`config.mk`:
```
export PLATFORM = sky130hd
export DESIGN_NAME = dla_ddr_feed_scheduler
export DESIGN_NICKNAME = d
export VERILOG_FILES = /design/src/rtl/dla_ddr_feed_scheduler.sv
export SDC_FILE = /design/constraint.sdc
export NUM_CORES = 1
export LEC_CHECK = 0
export ABC_AREA = 1
export BUFFER_PORTS_ARGS = -buffer_cell sky130_fd_sc_hd__buf_2
export CAP_MARGIN = 10
export CORE_UTILIZATION = 50
export CTS_BUF_LIST = sky130_fd_sc_hd__clkbuf_2 sky130_fd_sc_hd__clkbuf_4 sky130_fd_sc_hd__clkbuf_8
export CTS_CLUSTER_SIZE = 12
export DETAILED_ROUTE_END_ITERATION = 12
export PLACE_DENSITY_LB_ADDON = 0.05
export RECOVER_POWER = 100
export SKIP_LAST_GASP = 1
export SLEW_MARGIN = 20
export SYNTH_ARGS = -nofsm -noshare
export SYNTH_HDL_FRONTEND = slang
export SYNTH_SLANG_ARGS = --single-unit
```
`constraint.sdc`:
```
create_clock -name clk -period 11.39 [get_ports clk]
set_clock_uncertainty 0.2 [all_clocks]
set_input_delay 3.417 -clock clk [delete_from_list [all_inputs] [get_ports clk]]
set_output_delay 3.417 -clock clk [all_outputs]
set_load 0.02 [all_outputs]
```
`src/rtl/dla_ddr_feed_scheduler.sv`:
```
// dla_ddr_feed_scheduler
//   Drives the DLA per-lane DDR write enables with a deterministic feed.
//   On start it grants BURST_LEN-beat write bursts to the enabled lanes in
//   round-robin order for a programmed number of passes. It then waits for
//   the DLA valid and pulses done.
//
//   Optional feature macro: DLA_SCHED_TIMEOUT_EN
//     defined   -> DRAIN gives up after TIMEOUT cycles and sets o_timeout
//     undefined -> DRAIN waits indefinitely, o_timeout tied low
//
// Ports
//   clk, rst        single clock, asynchronous active-high reset
//   i_start         start pulse, only honoured in IDLE
//   i_lane_mask     lane enables, latched on accepted start
//   i_rounds        round-robin passes, latched on accepted start
//   i_lane_ready    per-lane sink ready (backpressure)
//   i_dla_valid     DLA o_valid, ends DRAIN
//   o_ddr_wen       one-hot or zero write enables
//   o_lane_idx      currently granted lane
//   o_busy          high in FEED and DRAIN
//   o_done          one-cycle completion pulse
//   o_timeout       sticky drain-timeout flag
//   o_words_issued  beats issued since last accepted start, saturating
//
// state | meaning
// IDLE  | waiting for start
// FEED  | granting bursts to enabled lanes round-robin
// DRAIN | feed finished, waiting for DLA valid
// DONE  | one-cycle completion pulse
module dla_ddr_feed_scheduler #(
  parameter int NUM_LANES = 12,
  parameter int BURST_LEN = 8,
  parameter int ROUNDS_W  = 8,
  parameter int TIMEOUT   = 1024
) (
  input  logic                         clk,
  input  logic                         rst,
  input  logic                         i_start,
  input  logic [NUM_LANES-1:0]         i_lane_mask,
  input  logic [ROUNDS_W-1:0]          i_rounds,
  input  logic [NUM_LANES-1:0]         i_lane_ready,
  input  logic                         i_dla_valid,
  output logic [NUM_LANES-1:0]         o_ddr_wen,
  output logic [$clog2(NUM_LANES)-1:0] o_lane_idx,
  output logic                         o_busy,
  output logic                         o_done,
  output logic                         o_timeout,
  output logic [31:0]                  o_words_issued
);

  localparam int LANE_W = $clog2(NUM_LANES);
  localparam int BEAT_W = (BURST_LEN > 1) ? $clog2(BURST_LEN) : 1;

  if (BURST_LEN < 1 || TIMEOUT < 1) begin : g_bad_params
    $error("dla_ddr_feed_scheduler: BURST_LEN and TIMEOUT must be >= 1");
  end

  typedef enum logic [1:0] {IDLE, FEED, DRAIN, DONE} state_t;

  state_t               state_q, state_d;
  logic [NUM_LANES-1:0] mask_q;
  logic [ROUNDS_W-1:0]  rounds_q, round_q;
  logic [LANE_W-1:0]    lane_q, lane_nxt;
  logic [BEAT_W-1:0]    beat_q;
  logic [31:0]          words_q;
  logic                 start_ok, beat_fire, burst_last, round_wrap, last_round, feed_end;

  function automatic logic [LANE_W-1:0] lowest_set(input logic [NUM_LANES-1:0] m);
    lowest_set = '0;
    for (int i = NUM_LANES - 1; i >= 0; i--)
      if (m[i]) lowest_set = LANE_W'(i);
  endfunction

  // Nearest set bit above cur, circularly; cur itself when it is the only one.
  function automatic logic [LANE_W-1:0] next_set(input logic [NUM_LANES-1:0] m,
                                                 input logic [LANE_W-1:0]    cur);
    int idx;
    next_set = cur;
    for (int k = NUM_LANES; k >= 1; k--) begin
      idx = int'(cur) + k;
      if (idx >= NUM_LANES) idx = idx - NUM_LANES;
      if (m[idx]) next_set = LANE_W'(idx);
    end
  endfunction

  assign start_ok   = i_start && (|i_lane_mask) && (|i_rounds);
  assign beat_fire  = (state_q == FEED) && i_lane_ready[lane_q];
  assign burst_last = (beat_q == BEAT_W'(BURST_LEN - 1));
  assign lane_nxt   = next_set(mask_q, lane_q);
  // Moving to an index not above the current one closes a round-robin pass.
  assign round_wrap = (lane_nxt <= lane_q);
  assign last_round = (({1'b0, round_q} + (ROUNDS_W + 1)'(1)) == {1'b0, rounds_q});
  assign feed_end   = beat_fire && burst_last && round_wrap && last_round;

`ifdef DLA_SCHED_TIMEOUT_EN
  localparam int TMO_W = $clog2(TIMEOUT + 1);
  logic [TMO_W-1:0] tmo_q;
  logic             tmo_hit;
  logic             timeout_q;

  // Down-counter preloaded outside DRAIN; reaching zero marks the last DRAIN cycle.
  always_ff @(posedge clk or posedge rst) begin
    if (rst)                   tmo_q <= '0;
    else if (state_q != DRAIN) tmo_q <= TMO_W'(TIMEOUT - 1);
    else if (tmo_q != '0)      tmo_q <= tmo_q - TMO_W'(1);
  end

  always_ff @(posedge clk or posedge rst) begin
    if (rst)                            timeout_q <= 1'b0;
    else if (state_q == IDLE && start_ok) timeout_q <= 1'b0;
    else if (tmo_hit)                   timeout_q <= 1'b1;
  end

  assign o_timeout = timeout_q;
`else
  assign o_timeout = 1'b0;
`endif

  always_ff @(posedge clk or posedge rst) begin
    if (rst) state_q <= IDLE;
    else     state_q <= state_d;
  end

  always_comb begin
    state_d   = state_q;
    o_ddr_wen = '0;
    o_busy    = 1'b0;
    o_done    = 1'b0;
`ifdef DLA_SCHED_TIMEOUT_EN
    tmo_hit   = 1'b0;
`endif
    case (state_q)
      IDLE:  if (i_start) state_d = start_ok ? FEED : DONE;
      FEED: begin
        o_busy            = 1'b1;
        o_ddr_wen[lane_q] = i_lane_ready[lane_q];
        if (feed_end) state_d = DRAIN;
      end
      DRAIN: begin
        o_busy = 1'b1;
        if (i_dla_valid) state_d = DONE;
`ifdef DLA_SCHED_TIMEOUT_EN
        else if (tmo_q == '0) begin
          state_d = DONE;
          tmo_hit = 1'b1;
        end
`endif
      end
      DONE: begin
        o_done  = 1'b1;
        state_d = IDLE;
      end
      default: state_d = IDLE;
    endcase
  end

  always_ff @(posedge clk or posedge rst) begin
    if (rst) begin
      mask_q   <= '0;
      rounds_q <= '0;
      round_q  <= '0;
      lane_q   <= '0;
      beat_q   <= '0;
      words_q  <= '0;
    end else if (state_q == IDLE) begin
      if (start_ok) begin
        mask_q   <= i_lane_mask;
        rounds_q <= i_rounds;
        round_q  <= '0;
        lane_q   <= lowest_set(i_lane_mask);
        beat_q   <= '0;
        words_q  <= '0;
      end else if (i_start) begin
        words_q  <= '0;
      end
    end else if (beat_fire) begin
      if (words_q != '1) words_q <= words_q + 32'd1;
      if (burst_last) begin
        beat_q <= '0;
        if (round_wrap && !last_round) round_q <= round_q + ROUNDS_W'(1);
        // On the final beat the pointer stays put; FEED is ending.
        if (!(round_wrap && last_round)) lane_q <= lane_nxt;
      end else begin
        beat_q <= beat_q + BEAT_W'(1);
      end
    end
  end

  assign o_lane_idx     = lane_q;
  assign o_words_issued = words_q;

endmodule

```
==> flow_metrics.tcl, run 1 <==
set metrics [dict create \
    pre_cts_ws_ps 3010 \
    syn_avg_cell_area_um2 6.61 \
    finalNetCount 1048 \
    criticalPathCategory "primary input to output pin" \
    vias 5817 \
    die_w_um 111 \
    critPathCaptureType "output pin" \
    synth_area_leaders "dfrtp_1 (29%), nand2_1 (17%), ha_1 (7.4%)" \
    grt_setup_unrepaired "false" \
    violations "capacitance limit, slew limit" \
    synth.net_count 968 \
    startpoint "i_lane_ready[9]" \
    hold_start "beat_q[2]$_DFFE_PP0P_" \
    worstMarginPinSlew_ps 3710 \
    rr_startpoint "o_lane_idx[0]$_DFFE_PP0P_" \
    drt_iter0_markers 340 \
    status "finished with violations" \
    worstPathRequired_ps 7770 \
    hold_class "flop to flop" \
    yosysMostFrequentCell "nand2_1" \
    cts_buffers 9 \
    n_antenna_cell 0 \
    routed_via_density 5.18 \
    postSynthCellCount 897 \
    io_buffer_count 85 \
    relSlewSlack -1.47 \
    core_area_um2 11500 \
    dr.pass1.iters 5 \
    wl_per_cell_um 13.6 \
    worstPathArrival_ps 5070 \
    die_h_um 111 \
    stdcell_count 1122 \
    postCtsResizedCells 0 \
    clk_latency_ps 360 \
    syn_to_final_growth_pct 9.33 \
    io_pins 87 \
    synth_top_area_frac 0.291 \
    dieArea_um2 12300 \
    worstPathCellList "buf_2 > nor2_1 > nor2_1 > o21ai_0 > o21ai_0 > nand3_1 > nand2_1 > nand2_1 > clkinvlp_2 > nand2_1 > nor2_1 > clkbuf_1" \
    synth_ff_type "dfrtp_1" \
    slowest_stage "clkbuf_1" \
    path_clk_slew_ps 70 \
    track_usage 0.259 \
    drtAntennaViolNets 0 \
    routed_wl_um 15300 \
    place_congestion 0.903 \
    cts_sinks 69 \
    crit_path_max_incr_delay_ps 290 \
    root_buffer "clkbuf_8" \
    dp.cells 1109 \
    cts_tree "done" \
    grt_pass1_wl_um 25700 \
    yosys.area_share.simple 0.349 \
    grt_pass1_vias 5363 \
    syn_area_um2 5930 \
    synth_enable_flop_cells 0 \
    critPathLaunchType "primary input" \
    synth_compound_area_frac 0.142 \
    synth_common_cells "nand2_1 (266), inv_1 (111), nor2_1 (78)" \
    htreeDepth 3 \
    ys_warn_count 0 \
    post_synth_num_cell_types 52 \
    num_rows 39 \
    hold_slack_ps 285 \
    synthMuxAreaShare 0 \
    rrSetupSlack_ps 5330 \
    synth-xor-area-share 0.0439 \
    setup-tns-final_ps 0 \
    maxCapViolations 2 \
    antenna_found_initial 0 \
    grt_overflow 0 \
    start_util 0.517 \
    grt_max_degree 70 \
    synth_fa_ha_area_frac 0.0739 \
    synth_area_leader_cell "dfrtp_1" \
    slew_violations 103 \
    hold_buffers 0 \
    dp_hpwl_um 11500 \
    drcViolationCount 0 \
    synth_top_family_by_area "simple AND/OR/NAND/NOR gates" \
    fmax_ghz 0.115 \
    hold_viol_final 0 \
    ys_seq_area_frac 0.291 \
    layout-drive-gt1-share 0.0838 \
    setup_ws_ps 2700 \
    period_share 0.763 \
    post_cts_buffers 0 \
    worstPathMaxFanout 7 \
    final-setup-viol-count 0 \
    layout_min_cycle_time_ps 8690 \
    clock_path_buffers 2 \
    async_flop_share 1.00 \
    ys_seq_elements 69 \
]
==> layout make-up <==
class                           count  area, µm²
Sequential cell                    69       1730
Tap cell                          143        179
Clock buffer                       11        139
Inverter                          123        465
Timing Repair Buffer               90        388
Clock inverter                      2       37.5
Multi-Input combinational cell    684       3540
Fill cell                        1186       4990
==> state kept, by name, indices dropped and copies added (netlist names) <==
| signal | cells |
|---|---|
| beat_q | 3 |
| o_words_issued | 32 |
| state_q | 2 |
| round_q | 8 |
| o_lane_idx | 4 |
| rounds_q | 8 |
| mask_q | 12 |
==> per-stage QoR <==
stage,area (µm²),utilization
2_1_floorplan,5930,-
3_3_place_gp,6450,0.562
3_5_place_dp,6450,0.562
4_1_cts,6620,0.578
5_1_grt,6480,0.565
6_report,6480,0.565
==> cells by family after synthesis <==
kind of cell	count (synthesis)
AND/OR/NAND/NOR	469
AO/OA/AOI/OAI	151
buffers and inverters	144
flip-flops	69
adder cells (fa/ha/maj)	35
XOR/XNOR	28
other	1
==> metal layers <==
metal | vias to the layer above | wire [µm] | GRT usage
met5 | - | 0 | 0
met4 | 0 | 246 | 0.0693
met3 | 22 | 870 | 0.0454
met2 | 144 | 6620 | 0.410
met1 | 2592 | 7530 | 0.366
li1 | 3059 | - | -
==> cells in the final DEF, fill, tap and decap left out, types with 13 or more instances in the layout <==
| cell type | instances |
|---|---|
| o21ai_1 | 13 |
| o21ai_0 | 60 |
| dfrtp_1 | 69 |
| buf_2 | 37 |
| nand2_1 | 268 |
| inv_1 | 111 |
| ha_1 | 35 |
| nor3_1 | 16 |
| xor2_1 | 18 |
| a21oi_1 | 47 |
| nand3_1 | 57 |
| clkbuf_1 | 52 |
| nor2_1 | 82 |
==> path summary, 6_finish.rpt <==
kind	depth (start not counted)	to
min in group asynchronous	3	o_words_issued[4]$_DFFE_PP0P_
min reg2reg	2	beat_q[2]$_DFFE_PP0P_
max	12	o_ddr_wen[9]
max reg2reg	34	round_q[1]$_DFFE_PP0P_
min	2	beat_q[2]$_DFFE_PP0P_
max in group asynchronous	3	rounds_q[3]$_DFFE_PP0P_
==> critical path, delay by kind of cell <==
family | cells | cell delay, ps
compound gates | 2 | 240
simple gates | 7 | 820
buf+inv | 3 | 590
Power of run 1 is left out: the tool's default activity adds up to more than one toggle a clock period on the data nets, which glitch-free logic cannot reach.
==> run 2, diff against run 1 <==
==> constraint.sdc (replaced) <==
create_clock -name clk -period 7.9 [get_ports clk]
set_clock_uncertainty 0.2 [all_clocks]
set_input_delay 2.37 -clock clk [delete_from_list [all_inputs] [get_ports clk]]
set_output_delay 2.37 -clock clk [all_outputs]
set_load 0.02 [all_outputs]
==> flow_metrics.tcl, run 2 (synthesis results as in run 1) <==
set metrics [dict create \
    syn_to_final_growth_pct 9.82 \
    drtAntennaViolNets 0 \
    worstMarginPinSlew_ps 3730 \
    path_clk_slew_ps 70 \
    rrSetupSlack_ps 2390 \
    io_buffer_count 85 \
    setup-tns-final_ps 0 \
    num_rows 39 \
    hold_buffers 0 \
    drt_iter0_markers 336 \
    worstPathArrival_ps 4060 \
    core_area_um2 11500 \
    htreeDepth 3 \
    worstPathMaxFanout 7 \
    status "finished with violations" \
    root_buffer "clkbuf_8" \
    grt_setup_unrepaired "false" \
    period_share 0.840 \
    die_w_um 111 \
    critPathCaptureType "output pin" \
    dp_hpwl_um 11600 \
    violations "capacitance limit, slew limit" \
    grt_max_degree 70 \
    critPathLaunchType "primary input" \
    crit_path_end "o_ddr_wen[1]" \
    hold_viol_final 0 \
    grt_overflow 0 \
    start_util 0.517 \
    criticalPathCategory "primary input to output pin" \
    rr_endpoint "round_q[7]$_DFFE_PP0P_" \
    dieArea_um2 12300 \
    wl_per_cell_um 13.5 \
    layout_common_cells "nand2_1 (267), inv_1 (112), nor2_1 (83)" \
    hold_start "beat_q[1]$_DFFE_PP0P_" \
    post_cts_buffers 0 \
    clock_path_buffers 2 \
    final_common_cell "nand2_1" \
    layout-drive-gt1-share 0.0847 \
    largest_reg_flops 32 \
    routed_via_density 5.18 \
    die_h_um 111 \
    hold_depth 2 \
    layout_min_cycle_time_ps 6630 \
    track_usage 0.257 \
    io_pins 87 \
    vias 5821 \
    relSlewSlack -1.49 \
    clk_latency_ps 350 \
    n_antenna_cell 0 \
    dr.pass1.iters 5 \
    drcViolationCount 0 \
    routed_wl_um 15200 \
    cts_tree "done" \
    place_congestion 0.916 \
    grt_pass1_vias 5417 \
    hold_class "flop to flop" \
    grt_pass1_wl_um 25600 \
    final-setup-viol-count 0 \
    worstPathRequired_ps 5330 \
    cts_sinks 69 \
    r2r.worst_path.cells 35 \
    finalNetCount 1046 \
    cts_buffers 9 \
    antenna_found_initial 0 \
    fmax_ghz 0.151 \
    rr_startpoint "o_lane_idx[1]$_DFFE_PP0P_" \
    maxCapViolations 1 \
    postCtsResizedCells 0 \
    startpoint "i_lane_ready[10]" \
    slew_violations 70 \
]
run 2: worst min path at each step:
stage	end
final	beat_q[1]$_DFFE_PP0P_
after global routing	beat_q[1]$_DFFE_PP0P_
after CTS	beat_q[1]$_DFFE_PP0P_
after detailed placement	beat_q[1]$_DFFE_PP0P_
after global placement	beat_q[1]$_DFFE_PP0P_
after floorplan	beat_q[1]$_DFFE_PP0P_
run 2: metal layers:
metal  vias up  global-route usage  part of all wire
li1       3052                   -                 -
met1      2635               0.348              0.49
met2       109               0.410              0.44
met3        25              0.0481             0.045
met4         0              0.0924             0.022
met5         -                   0                 0
run 2: metrics by stage:
stage               cell area (µm²)  cells  hold slack, ps  utilization  worst slack [ps]
floorplan                      5930    897             246            -              2070
global placement               6430   1107             264        0.561              1630
detailed placement             6430   1107             268        0.561              1570
CTS                            6650   1123             284        0.580              1570
global route                   6510   1123             305        0.568              1040
finish                         6510   1123             281        0.568              1270
run 2: layout make-up:
type,count,area (µm²)
Inverter,123,465
Fill cell,1219,4960
Sequential cell,69,1730
Timing Repair Buffer,88,378
Clock inverter,3,42.5
Multi-Input combinational cell,684,3540
Clock buffer,13,173
Tap cell,143,179
run 2: worst max-delay path, cell delays in order:
cell        delay [ps]
buf_2               90
or2_1              190
o21ai_1             70
o21ai_0             90
nand3_1            100
nand2_1            150
nand2_1            130
clkinvlp_2         290
nand2_1            320
nor2_1              80
clkbuf_1           170
Power of run 2 is left out for the same reason.
==> run 3, diff against run 2 <==
==> constraint.sdc (replaced) <==
create_clock -name clk -period 6.05 [get_ports clk]
set_clock_uncertainty 0.2 [all_clocks]
set_input_delay 1.815 -clock clk [delete_from_list [all_inputs] [get_ports clk]]
set_output_delay 1.815 -clock clk [all_outputs]
set_load 0.02 [all_outputs]
==> flow_metrics.tcl, run 3 (synthesis results as in run 1) <==
set metrics [dict create \
    status "finished with violations" \
    violations "capacitance limit, slew limit" \
    start_util 0.517 \
    worstPathArrival_ps 3430 \
    clk_latency_ps 360 \
    io_buffer_count 85 \
    cts_sinks 69 \
    cts_tree "done" \
    grt_overflow 0 \
    hold_depth 2 \
    io_pins 87 \
    grt-busiest-layer "met2" \
    finalNetCount 1051 \
    grt_max_degree 38 \
    setup-tns-final_ps 0 \
    crit_path_max_incr_delay_ps 300 \
    root_buffer "clkbuf_8" \
    critPathLaunchType "primary input" \
    hold_buffers 0 \
    drcViolationCount 0 \
    die_w_um 111 \
    dp_hpwl_um 11700 \
    grt_pass1_vias 5428 \
    grt_pass1_wl_um 25900 \
    final-setup-viol-count 0 \
    rrSetupSlack_ps 920 \
    syn_to_final_growth_pct 10.5 \
    n_antenna_cell 0 \
    drtAntennaViolNets 0 \
    dp.cells 1112 \
    grtUsageMet1 0.366 \
    hold_viol_final 0 \
    critPathCaptureType "output pin" \
    crit_top_cell "nand2_1" \
    worstPathRequired_ps 4030 \
    antenna_found_initial 0 \
    criticalPathCategory "primary input to output pin" \
    track_usage 0.259 \
    routed_via_density 5.19 \
    num_rows 39 \
    fmax_ghz 0.184 \
    use_met2 0.415 \
    layout_min_cycle_time_ps 5440 \
    multi_input_comb_area_um2 3530 \
    final.fill_count 1193 \
    cts_buffers 9 \
    rr_endpoint "round_q[5]$_DFFE_PP0P_" \
    hold_start "beat_q[1]$_DFFE_PP0P_" \
    dr.pass1.iters 5 \
    largest_reg_flops 32 \
    worstMarginPinSlew_ps 1740 \
    clock_path_buffers 2 \
    slew_violations 34 \
    grt_setup_unrepaired "false" \
    grt_use_met3 0.0405 \
    post_cts_buffers 0 \
    rr_startpoint "o_lane_idx[2]$_DFFE_PP0P_" \
    fin_util 0.571 \
    r2r.worst_path.cells 35 \
    slowest_stage "nand2_1" \
    wl_per_cell_um 13.7 \
    htreeDepth 3 \
    relSlewSlack -0.157 \
    final_common_cell "nand2_1" \
    drt_iter0_markers 370 \
    stdcell_count 1128 \
    worstPathMaxFanout 7 \
    worstPathCellList "buf_2 > or2_1 > o21ai_0 > o21ai_0 > nand3_1 > nand2_1 > nand2_1 > clkinvlp_2 > nand2_1 > nor2_1 > clkbuf_1" \
    path_clk_slew_ps 70 \
    place_congestion 0.921 \
    layout_common_cells "nand2_1 (268), inv_1 (112), nor2_1 (83)" \
    postCtsResizedCells 0 \
    maxCapViolations 1 \
    vias 5859 \
    hold_class "flop to flop" \
    routed_wl_um 15400 \
    hold-path-endpoint "beat_q[1]$_DFFE_PP0P_" \
    core_area_um2 11500 \
    dieArea_um2 12300 \
    die_h_um 111 \
    regArea_um2 1730 \
    layout-drive-gt1-share 0.0883 \
    period_share 0.899 \
]
==> run 3: cell count changes in the layout (fill, tap and decap cells not counted), sizes merged <==
cell    delta
buf        +6
bufinv     +1
clkbuf     -1
clkinv     -1
==> run 3: per-stage QoR <==
| step | cell area (µm²) | hold WS (ps) | worst slack, ps |
|---|---|---|---|
| final | 6550 | 283 | 610 |
| after global routing | 6550 | 301 | 187 |
| after CTS | 6700 | 287 | 905 |
| after detailed placement | 6470 | 271 | 912 |
| after global placement | 6470 | 267 | 940 |
| after floorplan | 5930 | 246 | 1330 |
==> run 3: area by class of cell <==
| cell class | instances | area share |
|---|---|---|
| multi-input cells | 684 | 0.539 |
| flip-flops and latches | 69 | 0.264 |
| inverters | 123 | 0.0710 |
| repair buffers | 93 | 0.0632 |
| well taps | 143 | 0.0273 |
| clock buffers | 13 | 0.0254 |
| clock inverters | 3 | 0.0103 |
==> run 3: worst max-delay path: cells and delay by family <==
kind / cells / cell delay (ps)
simple gates: 6 / 890
buf+inv: 3 / 530
compound gates: 2 / 180
==> run 3: per-layer routing <==
layer,part of all wire,up-vias
met5,0,-
met2,0.44,130
li1,-,3056
met4,0.014,0
met1,0.50,2654
met3,0.049,19
==> run 3: worst max-delay path by stage <==
stage,startpoint,slack (ps),end
after floorplan,i_lane_ready[9],1330,o_ddr_wen[10]
after global placement,i_lane_ready[10],940,o_ddr_wen[0]
after detailed placement,i_lane_ready[10],910,o_ddr_wen[2]
after CTS,i_lane_ready[10],900,o_ddr_wen[2]
after global routing,o_lane_idx[2]$_DFFE_PP0P_,190,round_q[7]$_DFFE_PP0P_
final,i_lane_ready[10],610,o_ddr_wen[2]
Power of run 3 is left out for the same reason.
